<file path="config.mk">
export PLATFORM = sky130hd
export DESIGN_NAME = cmac_link_supervisor_flat
export DESIGN_NICKNAME = d
export VERILOG_FILES = /design/src/rtl/cmac_link_supervisor_if.sv /design/src/rtl/cmac_link_supervisor.sv /design/src/flat_wrapper.sv
export SDC_FILE = /design/constraint.sdc
export NUM_CORES = 1
export LEC_CHECK = 0
export ABC_AREA = 0
export CORE_MARGIN = 2
export CORE_UTILIZATION = 50
export CTS_BUF_LIST = sky130_fd_sc_hd__clkbuf_8
export DETAILED_ROUTE_END_ITERATION = 16
export MAX_ROUTING_LAYER = met4
export PLACE_DENSITY = 0.71
export RECOVER_POWER = 25
export SLEW_MARGIN = 10
export SYNTH_ARGS = -nofsm -noshare
export SYNTH_HDL_FRONTEND = slang
export SYNTH_SLANG_ARGS = --single-unit
</file>
<file path="constraint.sdc">
create_clock -name clk -period 2.8 [get_ports clk]
set_clock_uncertainty 0.1 [all_clocks]
set_input_delay 0.42 -clock clk [delete_from_list [all_inputs] [get_ports clk]]
set_output_delay 0.42 -clock clk [all_outputs]
set_load 0.05 [all_outputs]
</file>
<file path="src/rtl/cmac_link_supervisor_if.sv">
// -----------------------------------------------------------------------------
// cmac_link_supervisor_if
//
// Purpose:
//   Groups the control and status signals exchanged between the CMAC link
//   supervisor and the CMAC core / status logic.
//
// Signals:
//   rx_aligned          : CMAC stat_rx_aligned, synchronous to the user clock
//   ctl_rx_enable       : CMAC RX enable
//   ctl_tx_enable       : CMAC TX enable
//   ctl_tx_send_lfi     : transmit local fault indication
//   ctl_tx_send_rfi     : transmit remote fault indication
//   ctl_rx_force_resync : RX resynchronisation pulse
//   rx_reset            : RX reset pulse
//   link_up             : link declared up
//   link_down_count     : saturating count of link drops
//   state_out           : supervisor state encoding for ILA/status
//
// Modports:
//   master : the supervisor (drives controls/status, samples rx_aligned)
//   slave  : the CMAC/status side (drives rx_aligned, samples the rest)
// -----------------------------------------------------------------------------
interface cmac_link_supervisor_if;
  logic        rx_aligned;
  logic        ctl_rx_enable;
  logic        ctl_tx_enable;
  logic        ctl_tx_send_lfi;
  logic        ctl_tx_send_rfi;
  logic        ctl_rx_force_resync;
  logic        rx_reset;
  logic        link_up;
  logic [15:0] link_down_count;
  logic [2:0]  state_out;

  modport master (
    input  rx_aligned,
    output ctl_rx_enable,
    output ctl_tx_enable,
    output ctl_tx_send_lfi,
    output ctl_tx_send_rfi,
    output ctl_rx_force_resync,
    output rx_reset,
    output link_up,
    output link_down_count,
    output state_out
  );

  modport slave (
    output rx_aligned,
    input  ctl_rx_enable,
    input  ctl_tx_enable,
    input  ctl_tx_send_lfi,
    input  ctl_tx_send_rfi,
    input  ctl_rx_force_resync,
    input  rx_reset,
    input  link_up,
    input  link_down_count,
    input  state_out
  );
endinterface

</file>
<file path="src/rtl/cmac_link_supervisor.sv">
// -----------------------------------------------------------------------------
// cmac_link_supervisor
//
// Purpose:
//   Link bring-up and recovery controller for one CMAC instance. Enables RX,
//   sends LFI/RFI until alignment is debounced, then enables TX. While the
//   link is down it retries with ctl_rx_force_resync pulses on alignment
//   timeout and escalates to an rx_reset pulse after MAX_RETRIES failed
//   attempts. Link drops are counted (saturating) for status registers.
//
// Ports:
//   clk : CMAC user clock, all logic on the rising edge
//   rst : asynchronous, active-high reset
//   lnk : cmac_link_supervisor_if.master (rx_aligned in, controls/status out)
//
// All outputs are registered and decoded from the next state, so they change
// on the same edge as the state register with no combinational path from
// rx_aligned.
// -----------------------------------------------------------------------------
module cmac_link_supervisor #(
  parameter int unsigned ALIGN_TIMEOUT   = 1000000,
  parameter int unsigned DEBOUNCE_CYCLES = 256,
  parameter int unsigned PULSE_CYCLES    = 16,
  parameter int unsigned MAX_RETRIES     = 3
) (
  input  logic                          clk,
  input  logic                          rst,
  cmac_link_supervisor_if.master        lnk
);

  localparam int unsigned RETRY_W = (MAX_RETRIES < 1) ? 1 : $clog2(MAX_RETRIES + 1);

  localparam logic [RETRY_W-1:0] RETRY_MAX     = RETRY_W'(MAX_RETRIES);
  localparam logic [31:0]        ALIGN_LAST    = 32'(ALIGN_TIMEOUT - 1);
  localparam logic [31:0]        DEBOUNCE_LAST = 32'(DEBOUNCE_CYCLES - 1);
  localparam logic [31:0]        PULSE_LAST    = 32'(PULSE_CYCLES - 1);

  typedef enum logic [2:0] {
    ST_IDLE       = 3'd0,
    ST_WAIT_ALIGN = 3'd1,
    ST_DEBOUNCE   = 3'd2,
    ST_LINK_UP    = 3'd3,
    ST_RESYNC     = 3'd4,
    ST_RX_RESET   = 3'd5
  } state_e;

  state_e               state_q, state_d;
  logic [31:0]          timer_q, timer_d;
  logic [RETRY_W-1:0]   retries_q, retries_d;
  logic [15:0]          link_down_count_q, link_down_count_d;

  logic ctl_rx_enable_q,       ctl_rx_enable_d;
  logic ctl_tx_enable_q,       ctl_tx_enable_d;
  logic ctl_tx_send_lfi_q,     ctl_tx_send_lfi_d;
  logic ctl_tx_send_rfi_q,     ctl_tx_send_rfi_d;
  logic ctl_rx_force_resync_q, ctl_rx_force_resync_d;
  logic rx_reset_q,            rx_reset_d;
  logic link_up_q,             link_up_d;

  // Next-state, retry bookkeeping, drop counter and dwell timer.
  always_comb begin
    state_d           = state_q;
    retries_d         = retries_q;
    link_down_count_d = link_down_count_q;

    case (state_q)
      ST_IDLE: begin
        state_d = ST_WAIT_ALIGN;
      end

      ST_WAIT_ALIGN: begin
        // Alignment wins over a timeout landing on the same cycle.
        if (lnk.rx_aligned) begin
          state_d = ST_DEBOUNCE;
        end else if (timer_q == ALIGN_LAST) begin
          if (retries_q < RETRY_MAX) begin
            state_d   = ST_RESYNC;
            retries_d = retries_q + RETRY_W'(1);
          end else begin
            state_d = ST_RX_RESET;
          end
        end else begin
          state_d = ST_WAIT_ALIGN;
        end
      end

      ST_DEBOUNCE: begin
        // A glitch returns to WAIT_ALIGN without touching the retry budget.
        if (!lnk.rx_aligned) begin
          state_d = ST_WAIT_ALIGN;
        end else if (timer_q == DEBOUNCE_LAST) begin
          state_d   = ST_LINK_UP;
          retries_d = '0;
        end else begin
          state_d = ST_DEBOUNCE;
        end
      end

      ST_LINK_UP: begin
        if (!lnk.rx_aligned) begin
          state_d = ST_WAIT_ALIGN;
          if (link_down_count_q != 16'hFFFF) begin
            link_down_count_d = link_down_count_q + 16'd1;
          end else begin
            link_down_count_d = link_down_count_q;
          end
        end else begin
          state_d = ST_LINK_UP;
        end
      end

      ST_RESYNC: begin
        // rx_aligned is ignored here: the pulse always runs to completion.
        if (timer_q == PULSE_LAST) begin
          state_d = ST_WAIT_ALIGN;
        end else begin
          state_d = ST_RESYNC;
        end
      end

      ST_RX_RESET: begin
        if (timer_q == PULSE_LAST) begin
          state_d   = ST_WAIT_ALIGN;
          retries_d = '0;
        end else begin
          state_d = ST_RX_RESET;
        end
      end

      default: begin
        // Unused encodings 6 and 7 recover through IDLE.
        state_d = ST_IDLE;
      end
    endcase

    // The timer measures dwell time in the current state.
    if (state_d != state_q) begin
      timer_d = 32'd0;
    end else begin
      timer_d = timer_q + 32'd1;
    end
  end

  // Output decode from the next state so outputs register alongside state.
  always_comb begin
    ctl_rx_enable_d       = 1'b0;
    ctl_tx_enable_d       = 1'b0;
    ctl_tx_send_lfi_d     = 1'b0;
    ctl_tx_send_rfi_d     = 1'b0;
    ctl_rx_force_resync_d = 1'b0;
    rx_reset_d            = 1'b0;
    link_up_d             = 1'b0;

    case (state_d)
      ST_IDLE: begin
        ctl_rx_enable_d = 1'b0;
      end

      ST_WAIT_ALIGN, ST_DEBOUNCE: begin
        ctl_rx_enable_d   = 1'b1;
        ctl_tx_send_lfi_d = 1'b1;
        ctl_tx_send_rfi_d = 1'b1;
      end

      ST_LINK_UP: begin
        ctl_rx_enable_d = 1'b1;
        ctl_tx_enable_d = 1'b1;
        link_up_d       = 1'b1;
      end

      ST_RESYNC: begin
        ctl_rx_enable_d       = 1'b1;
        ctl_tx_send_lfi_d     = 1'b1;
        ctl_tx_send_rfi_d     = 1'b1;
        ctl_rx_force_resync_d = 1'b1;
      end

      ST_RX_RESET: begin
        ctl_rx_enable_d   = 1'b1;
        ctl_tx_send_lfi_d = 1'b1;
        ctl_tx_send_rfi_d = 1'b1;
        rx_reset_d        = 1'b1;
      end

      default: begin
        ctl_rx_enable_d = 1'b0;
      end
    endcase
  end

  // State, counters and registered outputs.
  always_ff @(posedge clk or posedge rst) begin
    if (rst) begin
      state_q               <= ST_IDLE;
      timer_q               <= 32'd0;
      retries_q             <= '0;
      link_down_count_q     <= 16'd0;
      ctl_rx_enable_q       <= 1'b0;
      ctl_tx_enable_q       <= 1'b0;
      ctl_tx_send_lfi_q     <= 1'b0;
      ctl_tx_send_rfi_q     <= 1'b0;
      ctl_rx_force_resync_q <= 1'b0;
      rx_reset_q            <= 1'b0;
      link_up_q             <= 1'b0;
    end else begin
      state_q               <= state_d;
      timer_q               <= timer_d;
      retries_q             <= retries_d;
      link_down_count_q     <= link_down_count_d;
      ctl_rx_enable_q       <= ctl_rx_enable_d;
      ctl_tx_enable_q       <= ctl_tx_enable_d;
      ctl_tx_send_lfi_q     <= ctl_tx_send_lfi_d;
      ctl_tx_send_rfi_q     <= ctl_tx_send_rfi_d;
      ctl_rx_force_resync_q <= ctl_rx_force_resync_d;
      rx_reset_q            <= rx_reset_d;
      link_up_q             <= link_up_d;
    end
  end

  assign lnk.ctl_rx_enable       = ctl_rx_enable_q;
  assign lnk.ctl_tx_enable       = ctl_tx_enable_q;
  assign lnk.ctl_tx_send_lfi     = ctl_tx_send_lfi_q;
  assign lnk.ctl_tx_send_rfi     = ctl_tx_send_rfi_q;
  assign lnk.ctl_rx_force_resync = ctl_rx_force_resync_q;
  assign lnk.rx_reset            = rx_reset_q;
  assign lnk.link_up             = link_up_q;
  assign lnk.link_down_count     = link_down_count_q;
  assign lnk.state_out           = state_q;

endmodule

</file>
<file path="src/flat_wrapper.sv">
// flat-port wrapper written by rule: the top's interface ports become plain ports
module cmac_link_supervisor_flat 
#(
  parameter int unsigned ALIGN_TIMEOUT   = 1000000,
  parameter int unsigned DEBOUNCE_CYCLES = 256,
  parameter int unsigned PULSE_CYCLES    = 16,
  parameter int unsigned MAX_RETRIES     = 3
)
  (clk, rst, lnk_rx_aligned, lnk_ctl_rx_enable, lnk_ctl_tx_enable, lnk_ctl_tx_send_lfi, lnk_ctl_tx_send_rfi, lnk_ctl_rx_force_resync, lnk_rx_reset, lnk_link_up, lnk_link_down_count, lnk_state_out);
  cmac_link_supervisor_if lnk_i ();
  input  logic clk;
  input  logic rst;
  input wire logic [$bits(lnk_i.rx_aligned)-1:0] lnk_rx_aligned;
  output wire logic [$bits(lnk_i.ctl_rx_enable)-1:0] lnk_ctl_rx_enable;
  output wire logic [$bits(lnk_i.ctl_tx_enable)-1:0] lnk_ctl_tx_enable;
  output wire logic [$bits(lnk_i.ctl_tx_send_lfi)-1:0] lnk_ctl_tx_send_lfi;
  output wire logic [$bits(lnk_i.ctl_tx_send_rfi)-1:0] lnk_ctl_tx_send_rfi;
  output wire logic [$bits(lnk_i.ctl_rx_force_resync)-1:0] lnk_ctl_rx_force_resync;
  output wire logic [$bits(lnk_i.rx_reset)-1:0] lnk_rx_reset;
  output wire logic [$bits(lnk_i.link_up)-1:0] lnk_link_up;
  output wire logic [$bits(lnk_i.link_down_count)-1:0] lnk_link_down_count;
  output wire logic [$bits(lnk_i.state_out)-1:0] lnk_state_out;
  assign lnk_i.rx_aligned = lnk_rx_aligned;
  assign lnk_ctl_rx_enable = lnk_i.ctl_rx_enable;
  assign lnk_ctl_tx_enable = lnk_i.ctl_tx_enable;
  assign lnk_ctl_tx_send_lfi = lnk_i.ctl_tx_send_lfi;
  assign lnk_ctl_tx_send_rfi = lnk_i.ctl_tx_send_rfi;
  assign lnk_ctl_rx_force_resync = lnk_i.ctl_rx_force_resync;
  assign lnk_rx_reset = lnk_i.rx_reset;
  assign lnk_link_up = lnk_i.link_up;
  assign lnk_link_down_count = lnk_i.link_down_count;
  assign lnk_state_out = lnk_i.state_out;
  cmac_link_supervisor #(.ALIGN_TIMEOUT(ALIGN_TIMEOUT), .DEBOUNCE_CYCLES(DEBOUNCE_CYCLES), .PULSE_CYCLES(PULSE_CYCLES), .MAX_RETRIES(MAX_RETRIES)) u_core (.clk(clk), .rst(rst), .lnk(lnk_i));
endmodule
</file>
==> impl_metrics.json <==
{
  "run_status": "finished clean",
  "drv_slew": 0,
  "setup_violations": 0,
  "grt_max_degree": 59,
  "yosysUniqueCellTypes": 47,
  "die_h_um": 81.48,
  "diodes": 0,
  "multi_input_area_um2": 1415,
  "clk-insertion-delay-late_ns": 0.33,
  "hpwlAfterDp_mm": 3.817,
  "worstHoldStart": "u_core.timer_q[0]",
  "fin_crit_sh": 0.8302,
  "first_pass_iters": 4,
  "worst_hold_path_type": "register to register",
  "tightest_slew_ns": 1.412,
  "drive_gt1_frac": 0.07941,
  "place.gp.congestion": 0.9253,
  "holdPathEnd": "u_core.timer_q[0]",
  "dp_cells": 401,
  "final_util": 0.6012,
  "design_area_um2": 3517,
  "core.rowCount": 28,
  "arrival_ns": 2.44,
  "vdd_drop_max_uv": 858.5,
  "synth-seq-cells": 58,
  "path_class": "register to register",
  "cp_cell_sequence": "nor4_1 -> nand3_1 -> or4_4 -> o2bb2ai_1 -> mux2_2",
  "synth-compound-area-share": 0.05627,
  "synth.cell_area_um2": 3002,
  "muxShareOfSynthArea": 0.01084,
  "overflow": 0,
  "mostFrequentLayoutCells": "58 x dfrtp_1, 41 x nor2_1, 30 x xnor2_1",
  "synthAdderAreaFrac": 0.01251,
  "synthCells": 306,
  "tns_ns": 0,
  "synth_top_family_by_area": "simple AND/OR/NAND/NOR gates",
  "p_int_w": 0.001591,
  "core_um2": 5851,
  "die_area_um2": 6639,
  "io_pins": 29,
  "p_per_area_nw_per_um2": 699.4,
  "post-route-min-period_ns": 2.324,
  "htree_levels": 3,
  "cts_hold_buffers": 0,
  "grt_pass1_vias": 2107,
  "p_seq_frac": 0.411,
  "crit_path_max_incr_delay_ns": 0.51,
  "post_cts_resize_count": 0,
  "p_clk_frac": 0.306,
  "wl_per_cell_um": 13.89,
  "grt_antenna_before_repair": 0,
  "seq_area_um2": 1451,
  "cts_max_path_buffers": 2,
  "avgSynthCellArea_um2": 9.809,
  "drtAntennaViolNets": 0,
  "cts.reportedPaths.clkPinSlew_ns": 0.06,
  "wirelength_mm": 5.766,
  "seq_area_frac_synth": 0.4835,
  "yosysWarnings": 0,
  "synthesis.nets": 312,
  "synth-main-ff-cell": "dfrtp_1",
  "synth_area_leaders": "dfrtp_1 48%, xnor2_1 8.8%, nor2_1 5.1%",
  "die_w_um": 81.48,
  "synthSimpleGateAreaFrac": 0.2664,
  "p_leak_nw": 1.461,
  "drc": 0,
  "track_usage": 0.1924,
  "synth_top_area_frac": 0.4835,
  "p_comb_frac": 0.282,
  "cts_sinks": 58,
  "swShare": 0.3533,
  "layout_commonest_cell": "dfrtp_1",
  "io_buffers": 28,
  "slew_headroom": 0.05898,
  "r2r_slack_ns": 0.48,
  "rsz0062_at_grt": "no",
  "synth_edf_count": 0,
  "synth_xor_area_frac": 0.1255,
  "fill_cells": 497,
  "postPlaceCellArea_um2": 3332,
  "cts_buffers": 9,
  "cts_tree": "built",
  "drtIter0Drc": 120,
  "min_path_cells": 1,
  "cp_max_fo": 6,
  "start_kind": "register",
  "cap_violations": 0,
  "initial_core_util": 0.5130,
  "end_kind": "register",
  "ys_async_sr_fraction": 1.000,
  "critical_path.slowest_cell": "or4_4",
  "r2r_start": "u_core.timer_q[24]",
  "cp_data_required_time_ns": 2.91,
  "cts-root-buf": "clkbuf_8",
  "hold_viol_final": 0,
  "grt_pass1_wl_mm": 9.466,
  "r2r_end": "u_core.retries_q[1]",
  "max_freq_ghz": 0.4302,
  "num_vias": 2305,
  "fin_nets": 343,
  "fin_cells": 415,
  "synth.largest_area_cell": "dfrtp_1",
  "reg2reg_depth": 5,
  "area_growth_syn_to_layout_pct": 17.17,
  "power.switching_w": 0.0008690,
  "cts_setup_buffers": 0,
  "viasPerCell": 5.554
}
state kept, by name, summed over array words and instances, names as in the netlist:
name / cells
u_core.lnk.ctl_rx_force_resync: 1
u_core.lnk.state_out: 3
u_core.lnk.link_down_count: 16
u_core.lnk.ctl_tx_enable: 1
u_core.lnk.ctl_rx_enable: 1
u_core.lnk.ctl_tx_send_lfi: 1
u_core.timer_q: 32
u_core.retries_q: 2
u_core.lnk.rx_reset: 1
synth_stat cells (3+ instances only):
library cell and n:
nor2_1 41, nand4_1 8, o21ai_0 4, nor3_1 12, a21oi_1 4, and4_1 7, nor4_1 20, buf_2 3
dfrtp_1 58, xnor2_1 30, nand3_1 17, nor2b_1 3, and3_1 6, buf_6 4, clkbuf_1 3, inv_1 13
a21boi_0 3, nand2b_1 3, or3_1 3, xor2_1 13, ha_1 3, nand2_1 21
worst max path at each step:
stage | start | to | slack [ns] | cells after the start
after detailed placement | lnk_rx_aligned | u_core.lnk.link_down_count[5] | 0.42 | 5
final | u_core.timer_q[24] | u_core.retries_q[1] | 0.48 | 5
after CTS | u_core.lnk.state_out[2] | lnk_state_out[2] | 0.46 | 1
after global routing | u_core.lnk.state_out[2] | lnk_state_out[2] | 0.39 | 1
after floorplan | u_core.lnk.link_down_count[0] | u_core.lnk.link_down_count[1] | 0.63 | 6
after global placement | lnk_rx_aligned | u_core.lnk.link_down_count[5] | 0.46 | 5
layer usage:
metal | vias up | track usage | part of all wire | wire length (um)
met5 | - | - | 0 | 0
met4 | 0 | 0.07288 | 0.0062 | 36
met3 | 4 | 0.05055 | 0.038 | 221
li1 | 1139 | - | - | -
met2 | 51 | 0.2705 | 0.45 | 2587
met1 | 1111 | 0.2672 | 0.51 | 2921
power by group through the flow:
stage	Clock, W	Sequential, W	Combinational [W]
2_1_floorplan	0	0.00119	0.000348
3_3_place_gp	0	0.00102	0.000695
3_5_place_dp	0	0.00102	0.000698
4_1_cts	0.000773	0.00101	0.000703
5_1_grt	0.000818	0.00102	0.000747
6_report	0.000753	0.00101	0.000695
per-stage QoR:
stage | hold WS [ns] | total power (W) | setup WS [ns]
2_1_floorplan | 0.3437 | 0.001540 | 0.6281
3_5_place_dp | 0.3747 | 0.001722 | 0.4210
5_1_grt | 0.4123 | 0.002587 | 0.3937
6_report | 0.3822 | 0.002460 | 0.4755
3_3_place_gp | 0.3597 | 0.001714 | 0.4635
4_1_cts | 0.3829 | 0.002485 | 0.4646
logic make-up after synthesis:
kind of cell	count (synthesis)
compound gates	23
simple gates	151
buf+inv	25
mux	3
xor+xnor	43
flops	58
fa+ha+maj	3
layout make-up:
class                      instances  area share
sequential                        58      0.4127
timing repair buffer              32     0.09000
clock buffer                      11     0.04305
tap                               75     0.02668
clock inverter                     3     0.01138
multi-input combinational        223      0.4023
inverter                          13     0.01387
critical path, delay by kind of cell (launching register included):
family | cells | cell delay [ns]
compound gates | 1 | 0.21
flops | 1 | 0.43
mux | 1 | 0.36
simple gates | 3 | 1.11
Note: power is estimated with default switching activity, not from simulation.
